`config.mk`:
```
export PLATFORM = sky130hd
export DESIGN_NAME = alu_sequencer
export DESIGN_NICKNAME = d
export VERILOG_FILES = /design/src/rtl/alu_pkg.sv /design/src/rtl/alu_sequencer.sv
export SDC_FILE = /design/constraint.sdc
export NUM_CORES = 1
export LEC_CHECK = 0
export CAP_MARGIN = 10
export CORE_UTILIZATION = 42
export CTS_BUF_LIST = sky130_fd_sc_hd__clkbuf_8 sky130_fd_sc_hd__clkbuf_16
export CTS_CLUSTER_DIAMETER = 30
export CTS_CLUSTER_SIZE = 14
export DETAILED_ROUTE_END_ITERATION = 7
export GPL_TIMING_DRIVEN = 0
export PLACE_DENSITY = 0.78
export SYNTH_ARGS = -nofsm -noshare
export SYNTH_HDL_FRONTEND = slang
export SYNTH_SLANG_ARGS = --single-unit
```
`constraint.sdc`:
```
create_clock -name clk -period 3.1 [get_ports clk]
set_input_delay 0.465 -clock clk [delete_from_list [all_inputs] [get_ports clk]]
set_output_delay 0.465 -clock clk [all_outputs]
set_load 0.01 [all_outputs]
```
`src/rtl/alu_pkg.sv`:
```
// Shared definitions for the ALU command sequencer: opcode encodings, FSM states
// and datapath width.
package alu_pkg;

    localparam int WORD_W = 32;

    localparam logic [3:0] OP_AND = 4'b0000;
    localparam logic [3:0] OP_XOR = 4'b0001;
    localparam logic [3:0] OP_SUB = 4'b0010;
    localparam logic [3:0] OP_ADD = 4'b0100;
    localparam logic [3:0] OP_CMP = 4'b1010;
    localparam logic [3:0] OP_ORR = 4'b1100;
    localparam logic [3:0] OP_MUL = 4'b1001;

    typedef enum logic [1:0] {
        IDLE,
        EXEC,
        MUL,
        DONE
    } seq_state_t;

    function automatic logic isDefinedOp(input logic [3:0] op);
        case (op)
            OP_AND, OP_XOR, OP_SUB, OP_ADD,
            OP_CMP, OP_ORR, OP_MUL: return 1'b1;
            default:                return 1'b0;
        endcase
    endfunction

endpackage

```
`src/rtl/alu_sequencer.sv`:
```
// Command sequencer in front of the 32-bit ALU: single-cycle ops, shift-add MUL, flag register.
// Optional macro ALU_SEQ_ILLEGAL_TRAP_EN traps undefined opcodes with res_illegal.
module alu_sequencer
    import alu_pkg::*;
#(
    parameter int MUL_ITERS = 32
) (
    input  logic              clk,
    input  logic              rst,
    input  logic              cmd_valid,
    output logic              cmd_ready,
    input  logic [3:0]        cmd_op,
    input  logic [WORD_W-1:0] cmd_a,
    input  logic [WORD_W-1:0] cmd_b,
    input  logic [3:0]        cmd_rd,
    input  logic              cmd_s,
    output logic [3:0]        alu_op,
    output logic [WORD_W-1:0] alu_op1,
    output logic [WORD_W-1:0] alu_op2,
    input  logic [WORD_W-1:0] alu_result,
    input  logic              alu_zero,
    input  logic              alu_lt,
    input  logic              alu_gt,
    output logic              res_valid,
    input  logic              res_ready,
    output logic [WORD_W-1:0] res_data,
    output logic [3:0]        res_rd,
    output logic              res_wb,
    output logic              flag_z,
    output logic              flag_lt,
    output logic              flag_gt
`ifdef ALU_SEQ_ILLEGAL_TRAP_EN
    ,
    output logic              res_illegal
`endif
);

    localparam logic [5:0] ITERS_LAST = 6'(MUL_ITERS - 1);

    seq_state_t        r_state;
    seq_state_t        w_stateNext;
    seq_state_t        w_entryState;
    logic              w_accept;
    logic              w_mulLast;

    logic [3:0]        r_op;
    logic [WORD_W-1:0] r_a;
    logic [WORD_W-1:0] r_b;
    logic [3:0]        r_rd;
    logic              r_s;
    logic [WORD_W-1:0] r_acc;
    logic [5:0]        r_cnt;

    logic [WORD_W-1:0] r_resData;
    logic [3:0]        r_resRd;
    logic              r_resWb;
    logic              r_flagZ;
    logic              r_flagLt;
    logic              r_flagGt;

    assign w_accept  = cmd_valid && cmd_ready;
    assign w_mulLast = (r_b[WORD_W-1:1] == '0) || (r_cnt == ITERS_LAST);

    // Where a freshly accepted command goes; trapped opcodes skip execution entirely
    always_comb begin
        w_entryState = EXEC;
        if (cmd_op == OP_MUL) begin
            w_entryState = MUL;
        end
`ifdef ALU_SEQ_ILLEGAL_TRAP_EN
        if (!isDefinedOp(cmd_op)) begin
            w_entryState = DONE;
        end
`endif
    end

    always_ff @(posedge clk) begin
        if (rst) begin
            r_state <= IDLE;
        end else begin
            r_state <= w_stateNext;
        end
    end

    always_comb begin
        w_stateNext = r_state;
        cmd_ready   = 1'b0;
        alu_op      = OP_AND;
        alu_op1     = '0;
        alu_op2     = '0;
        case (r_state)
            IDLE: begin
                cmd_ready = 1'b1;
                if (cmd_valid) begin
                    w_stateNext = w_entryState;
                end
            end
            EXEC: begin
                alu_op      = r_op;
                alu_op1     = r_a;
                alu_op2     = r_b;
                w_stateNext = DONE;
            end
            MUL: begin
                alu_op  = OP_ADD;
                alu_op1 = r_acc;
                alu_op2 = r_b[0] ? r_a : '0;
                if (w_mulLast) begin
                    w_stateNext = DONE;
                end
            end
            DONE: begin
                cmd_ready = res_ready;
                if (res_ready) begin
                    w_stateNext = cmd_valid ? w_entryState : IDLE;
                end
            end
            default: w_stateNext = IDLE;
        endcase
    end

`ifdef ALU_SEQ_ILLEGAL_TRAP_EN
    logic r_resIllegal;
    assign res_illegal = r_resIllegal;
`endif

    // Command latch, shift-add datapath (r_a = multiplicand, r_b = multiplier), result and flags
    always_ff @(posedge clk) begin
        if (rst) begin
            r_op      <= OP_AND;
            r_a       <= '0;
            r_b       <= '0;
            r_rd      <= '0;
            r_s       <= 1'b0;
            r_acc     <= '0;
            r_cnt     <= '0;
            r_resData <= '0;
            r_resRd   <= '0;
            r_resWb   <= 1'b0;
            r_flagZ   <= 1'b0;
            r_flagLt  <= 1'b0;
            r_flagGt  <= 1'b0;
`ifdef ALU_SEQ_ILLEGAL_TRAP_EN
            r_resIllegal <= 1'b0;
`endif
        end else begin
            if (w_accept) begin
                r_op  <= cmd_op;
                r_a   <= cmd_a;
                r_b   <= cmd_b;
                r_rd  <= cmd_rd;
                r_s   <= cmd_s;
                r_acc <= '0;
                r_cnt <= '0;
`ifdef ALU_SEQ_ILLEGAL_TRAP_EN
                if (!isDefinedOp(cmd_op)) begin
                    r_resData    <= '0;
                    r_resRd      <= cmd_rd;
                    r_resWb      <= 1'b0;
                    r_resIllegal <= 1'b1;
                end
`endif
            end
            case (r_state)
                EXEC: begin
                    r_resData <= alu_result;
                    r_resRd   <= r_rd;
                    r_resWb   <= (r_op != OP_CMP);
`ifdef ALU_SEQ_ILLEGAL_TRAP_EN
                    r_resIllegal <= 1'b0;
`endif
                    if ((r_op == OP_CMP) || r_s) begin
                        r_flagZ  <= alu_zero;
                        r_flagLt <= alu_lt;
                        r_flagGt <= alu_gt;
                    end
                end
                MUL: begin
                    r_acc <= alu_result;
                    r_a   <= r_a << 1;
                    r_b   <= r_b >> 1;
                    r_cnt <= r_cnt + 6'd1;
                    if (w_mulLast) begin
                        r_resData <= alu_result;
                        r_resRd   <= r_rd;
                        r_resWb   <= 1'b1;
`ifdef ALU_SEQ_ILLEGAL_TRAP_EN
                        r_resIllegal <= 1'b0;
`endif
                        if (r_s) begin
                            r_flagZ  <= (alu_result == '0);
                            r_flagLt <= 1'b0;
                            r_flagGt <= 1'b0;
                        end
                    end
                end
                default: ;
            endcase
        end
    end

    assign res_valid = (r_state == DONE);
    assign res_data  = r_resData;
    assign res_rd    = r_resRd;
    assign res_wb    = r_resWb;
    assign flag_z    = r_flagZ;
    assign flag_lt   = r_flagLt;
    assign flag_gt   = r_flagGt;

endmodule

```
Word-level counts from Yosys, hierarchy flattened
Cells that the tools add are included.
Widths: inputs -> output; s select.
{"block": "totals", "ramBits": 0, "ff_bits": 153, "rom_bits": 0, "latch_bits": 0, "word_cells": 76, "inputBits": 112, "memories": 0}
{"block": "op_classes", "n_eq_ne": 12, "muxes": 35, "magnitude_cmp": 0, "div": 0, "shift": 0, "mul": 0, "addsub": 1, "reduce_logical": 12, "bitwise": 0}
{"cell": "$mux 32", "n": 6}
{"cell": "$pmux 32 s2", "n": 3}
{"cell": "$mux 31", "n": 2}
{"cell": "$logic_not 32->1", "n": 1}
{"cell": "$logic_not 31->1", "n": 1}
{"cell": "$pmux 4 s2", "n": 2}
{"cell": "$mux 6", "n": 2}
{"cell": "$mux 2", "n": 5}
{"cell": "$pmux 1 s2", "n": 5}
{"cell": "$eq 4x4->1 const B", "n": 2}
{"cell": "$mux 1", "n": 8}
{"cell": "$ne 2x2->1 const B", "n": 4}
{"cell": "$pmux 2 s4", "n": 1}
{"cell": "$add 6x1->6 const B", "n": 1}
{"cell": "$eq 6x5->1 const B", "n": 1}
{"cell": "$eq 2x2->1 const B", "n": 2}
{"cell": "$mux 4", "n": 1}
{"cell": "$ne 4x4->1 const B", "n": 1}
{"cell": "$reduce_and 4->1", "n": 1}
{"cell": "$reduce_bool 2->1", "n": 2}
{"cell": "$reduce_and 3->1", "n": 1}
{"cell": "$eq 2x1->1 const B", "n": 1}
{"cell": "$logic_not 2->1", "n": 1}
{"cell": "$logic_or 1x1->1", "n": 2}
{"cell": "4 further kinds", "n": 4}

Depth between registers and ports, before layout
Gate-level depths: netlist of the first run.
{"block": "depth", "word_depth": 5, "ltp_mapped": 9, "ltp_nobuf": 7}

Worst setup path before layout of the first run
Ideal clock, no wire load.
{"block": "synth_timing", "path_type": "register to output", "start": "reg r_state[0]", "end": "out alu_op1[10]", "arrival_ns": 1.696, "required_ns": 2.635, "stages_incl_launch_ff": 8, "path_buffers": 3, "slack_ns": 0.939, "cell_sequence": "dfxtp_1 inv_1 ha_1 buf_2 and2_1 clkbuf_1 clkbuf_1 a22o_1"}
{"block": "synth_via", "elab_chain_cells": 2, "word_cells_on_any_way": 3}
{"element": "start: declaration", "line_no": "alu_sequencer.sv:40", "rtl": "seq_state_t r_state;"}
{"element": "start signal: assignment", "line_no": "alu_sequencer.sv:81", "rtl": "r_state <= w_stateNext;"}
{"element": "$eq 2x2->1 or $eq 2x1->1 (tied branches)", "line_no": "alu_sequencer.sv:91", "rtl": "case (r_state)"}
{"element": "$pmux 32 s2 *", "line_no": "alu_sequencer.sv:91"}
{"element": "end: declaration", "line_no": "alu_sequencer.sv:18", "rtl": "output logic [WORD_W-1:0] alu_op1,"}
Every way passes the cells marked *; elsewhere a longest branch is shown, timed or not.

Final worst setup path of the first run
{"block": "layout_timing", "start": "reg r_state[1]", "end": "out alu_op1[5]"}
The elaborated chain is that of the path after synthesis.

==> results.py, run 1 <==
metrics = {
    "floorplan": {
        "pin_count": 222,
        "fp.coreArea_sq_um": 16120,
        "num_rows": 46,
        "die_w_um": 131.5,
        "dieHeight_um": 131.5,
        "start_util_pct": 43.73,
        "die_area_sq_um": 17300,
    },
    "synth": {
        "ys_top_cells_by_area": "dfxtp_1, a311oi_1, nand2_1, a22o_1, a21oi_1",
        "synth_edf_count": 0,
        "synthDistinctLibCells": 37,
        "synth_area_sq_um": 7048,
        "synthesis.nets": 1016,
        "ys_seq_elements": 153,
        "async_flop_share_pct": 0,
        "synth_commonest_cells": "dfxtp_1, nand2_1, nor2_1",
        "synth_area_per_cell_sq_um": 7.840,
        "syn_inst": 899,
        "synth_top_area_share_pct": 43.46,
        "yosysWarnings": 0,
        "ys_seq_area_share_pct": 43.46,
        "yosysMostFrequentCell": "dfxtp_1",
        "synth_top_cell_by_area": "dfxtp_1",
        "yosys_most_used_dff": "dfxtp_1",
    },
    "setup_path": {
        "cpPeakStageDelay_ns": 0.55,
        "critPathMostFrequentCell": "inv_1",
        "worstPathMaxFanout": 10,
        "slowest_stage": "clkdlybuf4s50_1",
        "cp_top_family": "buffers and inverters",
        "worstSetupEndpointType": "output pin",
        "required_ns": 2.63,
        "crit_path_start_kind": "flop",
        "path_class": "flop to output pin",
        "crit_buf_inv": 5,
        "crit_arrival_ns": 2.59,
        "path_cells": "inv_1 > ha_1 > buf_4 > inv_1 > nor2_4 > clkbuf_8 > a22o_1 > clkdlybuf4s50_1",
    },
    "hold_path": {
        "min_path_type": "flop to flop",
    },
    "flow_run": {
        "maxCapViolCount": 0,
    },
    "sta": {
        "slew_headroom_pct": 52.44,
        "hold_viol": 0,
        "setup_viol": 0,
        "clock_skew_ns": 0.008656,
        "fin_crit_sh_pct": 98.70,
        "slew_violations": 0,
        "layout_min_cycle_time_ns": 3.060,
        "max_slew.worst_pin.slew_ns": 0.7134,
        "fmax_ghz": 0.3268,
    },
    "cells_and_area": {
        "area_growth_pct": 44.86,
        "layout.nets": 1255,
        "drive_gt1_share_pct": 6.527,
        "diodes": 0,
        "final_util_pct": 63.35,
        "fin_cells": 1365,
    },
    "clocking": {
        "cts_buffer_depth": 2,
        "hold_buffers": 0,
        "root_buffer": "clkbuf_16",
        "clk_pin_slew_worst_paths_ns": 0.06,
        "cts_made_buffers": 17,
        "insertion_delay_ns": 0.43,
        "ctsHtreeMaxLevel": 4,
        "cts_tree": "yes",
        "clkSinkCount": 153,
    },
    "pwr": {
        "leakage_nw": 3.901,
        "powerDensity_nw_per_um2": 892.6,
        "ir_drop_mv": 0.4747,
    },
    "route": {
        "wire_per_inst_um": 19.24,
        "first_iter_violations": 712,
        "drc": 0,
        "via_count": 8063,
        "firstDrtPassIters": 7,
        "ant_nets": 0,
        "wirelength_mm": 26.26,
        "viasPerCell": 5.907,
    },
    "place": {
        "dpl.cell_count": 1335,
        "portBuffers": 220,
        "hpwl_mm": 19.65,
        "gp_congestion": 0.9113,
    },
    "grt": {
        "grt_pass1_wl_mm": 40.14,
        "grt_pass1_vias": 7344,
        "grt_max_degree": 17,
        "globalRouteOverflowTotal": 0,
        "grt_usage_pct": 29.66,
        "antenna_found_initial": 0,
    },
    "status": {
        "status": "finished, final reports clean",
    },
}
==> cells in the final DEF (no fill, tap or decap), types with 10 or more instances in the layout <==
cell               n
nand2_1          151
a21oi_1           88
clkbuf_16         17
nor3_1            10
nor2_1           106
clkbuf_1          55
a311oi_1          65
nand3_1           39
clkdlybuf4s50_1  216
o21ai_0           33
and3_1            36
buf_2             14
nor4_1            15
dfxtp_1          152
a22o_1            63
==> stage by stage <==
stage                     power (mW)  hold WS (ns)  setup slack [ns]  instance area [sq um]   TNS [ns]
after floorplan                5.298        0.4316            0.9391                   7048          0
after global placement         6.771        0.4412          -0.04064                   9520   -0.07586
after detailed placement       6.858        0.4459           -0.1186                   9520     -1.328
after CTS                      8.973        0.4578         -0.004126                  10150  -0.006813
after global routing           9.582        0.4767          -0.01170                  10210   -0.02004
final                          9.114        0.4620           0.04024                  10210          0
==> report_power, final <==
group,internal [mW],switching [mW],leakage (nW)
registers,2.56,0.605,1.25
logic,1.54,2.32,2.35
clock network,1.28,0.807,0.295
total,5.38,3.74,3.90
==> worst min-delay path, cell delays in order, from the launching register on <==
cell     delay [ns]
dfxtp_1        0.31
nand2_1        0.05
a21oi_1        0.05
==> worst paths after layout <==
path / slack (ns) / startpoint / cells past startpoint / end
max: 0.04 / r_state[1] / 8 / alu_op1[5]
min: 0.46 / r_s / 2 / r_s
max reg2reg: 0.43 / r_state[1] / 8 / r_a[8]
min reg2reg: 0.46 / r_s / 2 / r_s
==> flip-flops by register name, indices dropped and copies added (netlist names), 2 cells and up <==
name / flops
r_a: 32
res_rd: 4
r_op: 4
r_acc: 32
r_state: 2
r_b: 32
r_cnt: 6
res_data: 32
r_rd: 4
==> final cells by class <==
| class | count | area (sq um) |
|---|---|---|
| fillers | 1423 | 5906 |
| multi-input cells | 648 | 3595 |
| flip-flops and latches | 153 | 3064 |
| repair buffers | 223 | 2235 |
| clock buffers | 22 | 494.2 |
| plain buffers | 88 | 430.4 |
| well taps | 216 | 270.3 |
| clock inverters | 8 | 95.09 |
| inverters | 7 | 26.28 |
==> metal layers <==
metal	wire length, um	vias up	global-route usage, %
met5	0	-	0
met4	963	0	12.98
met3	2416	67	5.941
met2	11910	545	46.94
met1	10970	3721	38.93
li1	-	3730	-
==> cells by family (layout without fill, tap and decap cells) <==
| kind of cell | count (synthesis) | in the layout | synth area share [%] |
|---|---|---|---|
| simple gates | 373 | 373 | 23.20 |
| compound gates | 267 | 267 | 26.27 |
| flops | 153 | 153 | 43.46 |
| buf+inv | 98 | 348 | 5.752 |
| fa+ha+maj | 5 | 5 | 0.8876 |
| mux | 3 | 3 | 0.4261 |
==> timing repair <==
action,4_1_cts,5_1_grt
pin swaps,0,1
resized for setup,27,22
setup buffers,0,3
setup endpoints to repair,65,55
No activity file was read; power rests on OpenSTA's default activity.
==> run 2: changes to the inputs <==
- clock period: 3.1 -> 3.6 ns (I/O delays scaled with it)
==> run 2 against run 1 <==
Cell count hardly changed. Largest cell class unchanged. Wire length shrank 0.36%. Power fell by 15%. Sequential share of layout area grew 0.26 points. Critical path type unchanged. Non-clock buffer count shrank 1. Clock skew about the same. Flip-flop and latch count did not move. Via count shrank 0.71%. Clock-buffer cell count unchanged. Core utilization down 0.57 points. Register-to-register slack improved by 0.48 ns.
==> results.py, run 2 (same netlist as run 1, synthesis figures left out) <==
metrics = {
    "status": {
        "status": "finished, final reports clean",
    },
    "setup_path": {
        "ff2ff_path_depth": 8,
        "crit_path_start_kind": "flop",
        "crit_buf_inv": 5,
        "crit_arrival_ns": 3.01,
        "slowest_stage": "clkdlybuf4s50_1",
        "path_class": "flop to output pin",
        "crit_start": "r_state[1]",
        "worstPathMaxFanout": 10,
        "worstSetupEndpointType": "output pin",
        "timing.critical_path.depth": 8,
        "timing.rr.start": "r_state[0]",
        "cp_top_family": "buffers and inverters",
        "required_ns": 3.06,
        "critPathMostFrequentCell": "inv_1",
        "cpPeakStageDelay_ns": 0.56,
        "path_cells": "inv_1 > ha_1 > buf_2 > inv_1 > nor2_1 > clkbuf_2 > a22o_1 > clkdlybuf4s50_1",
    },
    "route": {
        "firstDrtPassIters": 5,
        "drc": 0,
        "viasPerCell": 5.870,
        "wire_per_inst_um": 19.19,
        "ant_nets": 0,
        "wirelength_mm": 26.17,
        "via_count": 8006,
        "first_iter_violations": 749,
    },
    "flow_run": {
        "maxCapViolCount": 0,
    },
    "sta": {
        "fin_setup_tns_ns": 0,
        "max_slew.worst_pin.slew_ns": 0.6851,
        "layout_min_cycle_time_ns": 3.552,
        "hold_viol": 0,
        "clock_skew_ns": 0.008556,
        "fin_ws_ns": 0.04824,
        "fin_crit_sh_pct": 98.66,
        "slew_violations": 0,
        "slew_headroom_pct": 54.16,
        "setup_viol": 0,
        "fmax_ghz": 0.2816,
    },
    "grt": {
        "grt_max_degree": 17,
        "grt_pass1_wl_mm": 40.12,
        "grt_pass1_vias": 7343,
        "globalRouteOverflowTotal": 0,
        "grt_usage_pct": 29.66,
        "antenna_found_initial": 0,
    },
    "pwr": {
        "leakage_nw": 3.792,
        "clkPwrFrac_pct": 23.1,
        "pwr-share-comb_pct": 41.9,
        "seq_power_share_pct": 35.0,
        "ir_drop_mv": 0.4126,
        "swShare_pct": 41.08,
        "p_sw_mw": 3.195,
        "p_int_mw": 4.582,
        "powerDensity_nw_per_um2": 768.6,
    },
    "place": {
        "dpl.cell_count": 1335,
        "post_dp_cell_area_sq_um": 9520,
        "portBuffers": 220,
        "hpwl_mm": 19.65,
        "pre_cts_ws_ns": 0.3064,
        "gp_congestion": 0.9113,
    },
    "clocking": {
        "hold_buffers": 0,
        "cts_tree": "yes",
        "cts.repair.resized": 4,
        "cts_made_buffers": 17,
        "clk_pin_slew_worst_paths_ns": 0.06,
        "clkSinkCount": 153,
        "root_buffer": "clkbuf_16",
        "ctsHtreeMaxLevel": 4,
        "insertion_delay_ns": 0.43,
        "cts_buffer_depth": 2,
        "post_cts_buffers": 0,
    },
    "floorplan": {
        "pin_count": 222,
        "num_rows": 46,
        "fp.coreArea_sq_um": 16120,
        "die_area_sq_um": 17300,
        "dieHeight_um": 131.5,
        "start_util_pct": 43.73,
        "die_w_um": 131.5,
    },
    "cells_and_area": {
        "fin_area_sq_um": 10120,
        "final_util_pct": 62.79,
        "layout.nets": 1254,
        "final_cell_mix": "clkdlybuf4s50_1, dfxtp_1, nand2_1",
        "area_growth_pct": 43.57,
        "diodes": 0,
        "drive_gt1_share_pct": 5.662,
        "final_common_cell": "clkdlybuf4s50_1",
        "fin_cells": 1364,
    },
    "hold_path": {
        "min_path_type": "flop to flop",
        "min-delay-start": "r_s",
        "holdPathStages": 2,
    },
}
==> run 2: power groups by stage <==
| stage | clock network (mW) | registers (mW) | logic (mW) |
|---|---|---|---|
| 2_1_floorplan | 0 | 2.59 | 1.97 |
| 3_3_place_gp | 0 | 2.70 | 3.13 |
| 3_5_place_dp | 0 | 2.72 | 3.18 |
| 4_1_cts | 1.78 | 2.69 | 3.21 |
| 5_1_grt | 1.87 | 2.76 | 3.56 |
| 6_report | 1.80 | 2.72 | 3.26 |
==> run 2: stage by stage <==
step	total power [mW]	hold WS, ns
finish	7.778	0.4613
global route	8.190	0.4767
CTS	7.689	0.4578
detailed placement	5.905	0.4459
global placement	5.830	0.4412
floorplan	4.562	0.4316
==> run 2: cell type report <==
| class | count | area (sq um) |
|---|---|---|
| buffer | 90 | 386.6 |
| clock buffer | 22 | 494.2 |
| fill | 1441 | 5997 |
| sequential | 153 | 3063 |
| timing repair buffer | 220 | 2202 |
| multi-input combinational | 648 | 3581 |
| inverter | 7 | 26.28 |
| clock inverter | 8 | 95.09 |
| tap | 216 | 270.3 |
==> run 2: routing by layer <==
layer | GRT usage, % | wire length (um)
met1 | 38.91 | 10750
met2 | 46.77 | 11900
met3 | 6.057 | 2567
met4 | 13.24 | 950
met5 | 0 | 0
==> run 2: tightest hold or removal path, stage by stage (launching register included) <==
cell and delay (ns):
dfxtp_1 0.31, nand2_1 0.05, a21oi_1 0.05
==> run 2: path summary, 6_finish.rpt <==
kind,slack [ns],end
max,0.05,alu_op1[25]
min,0.46,r_s
max reg2reg,0.91,r_a[8]
min reg2reg,0.46,r_s
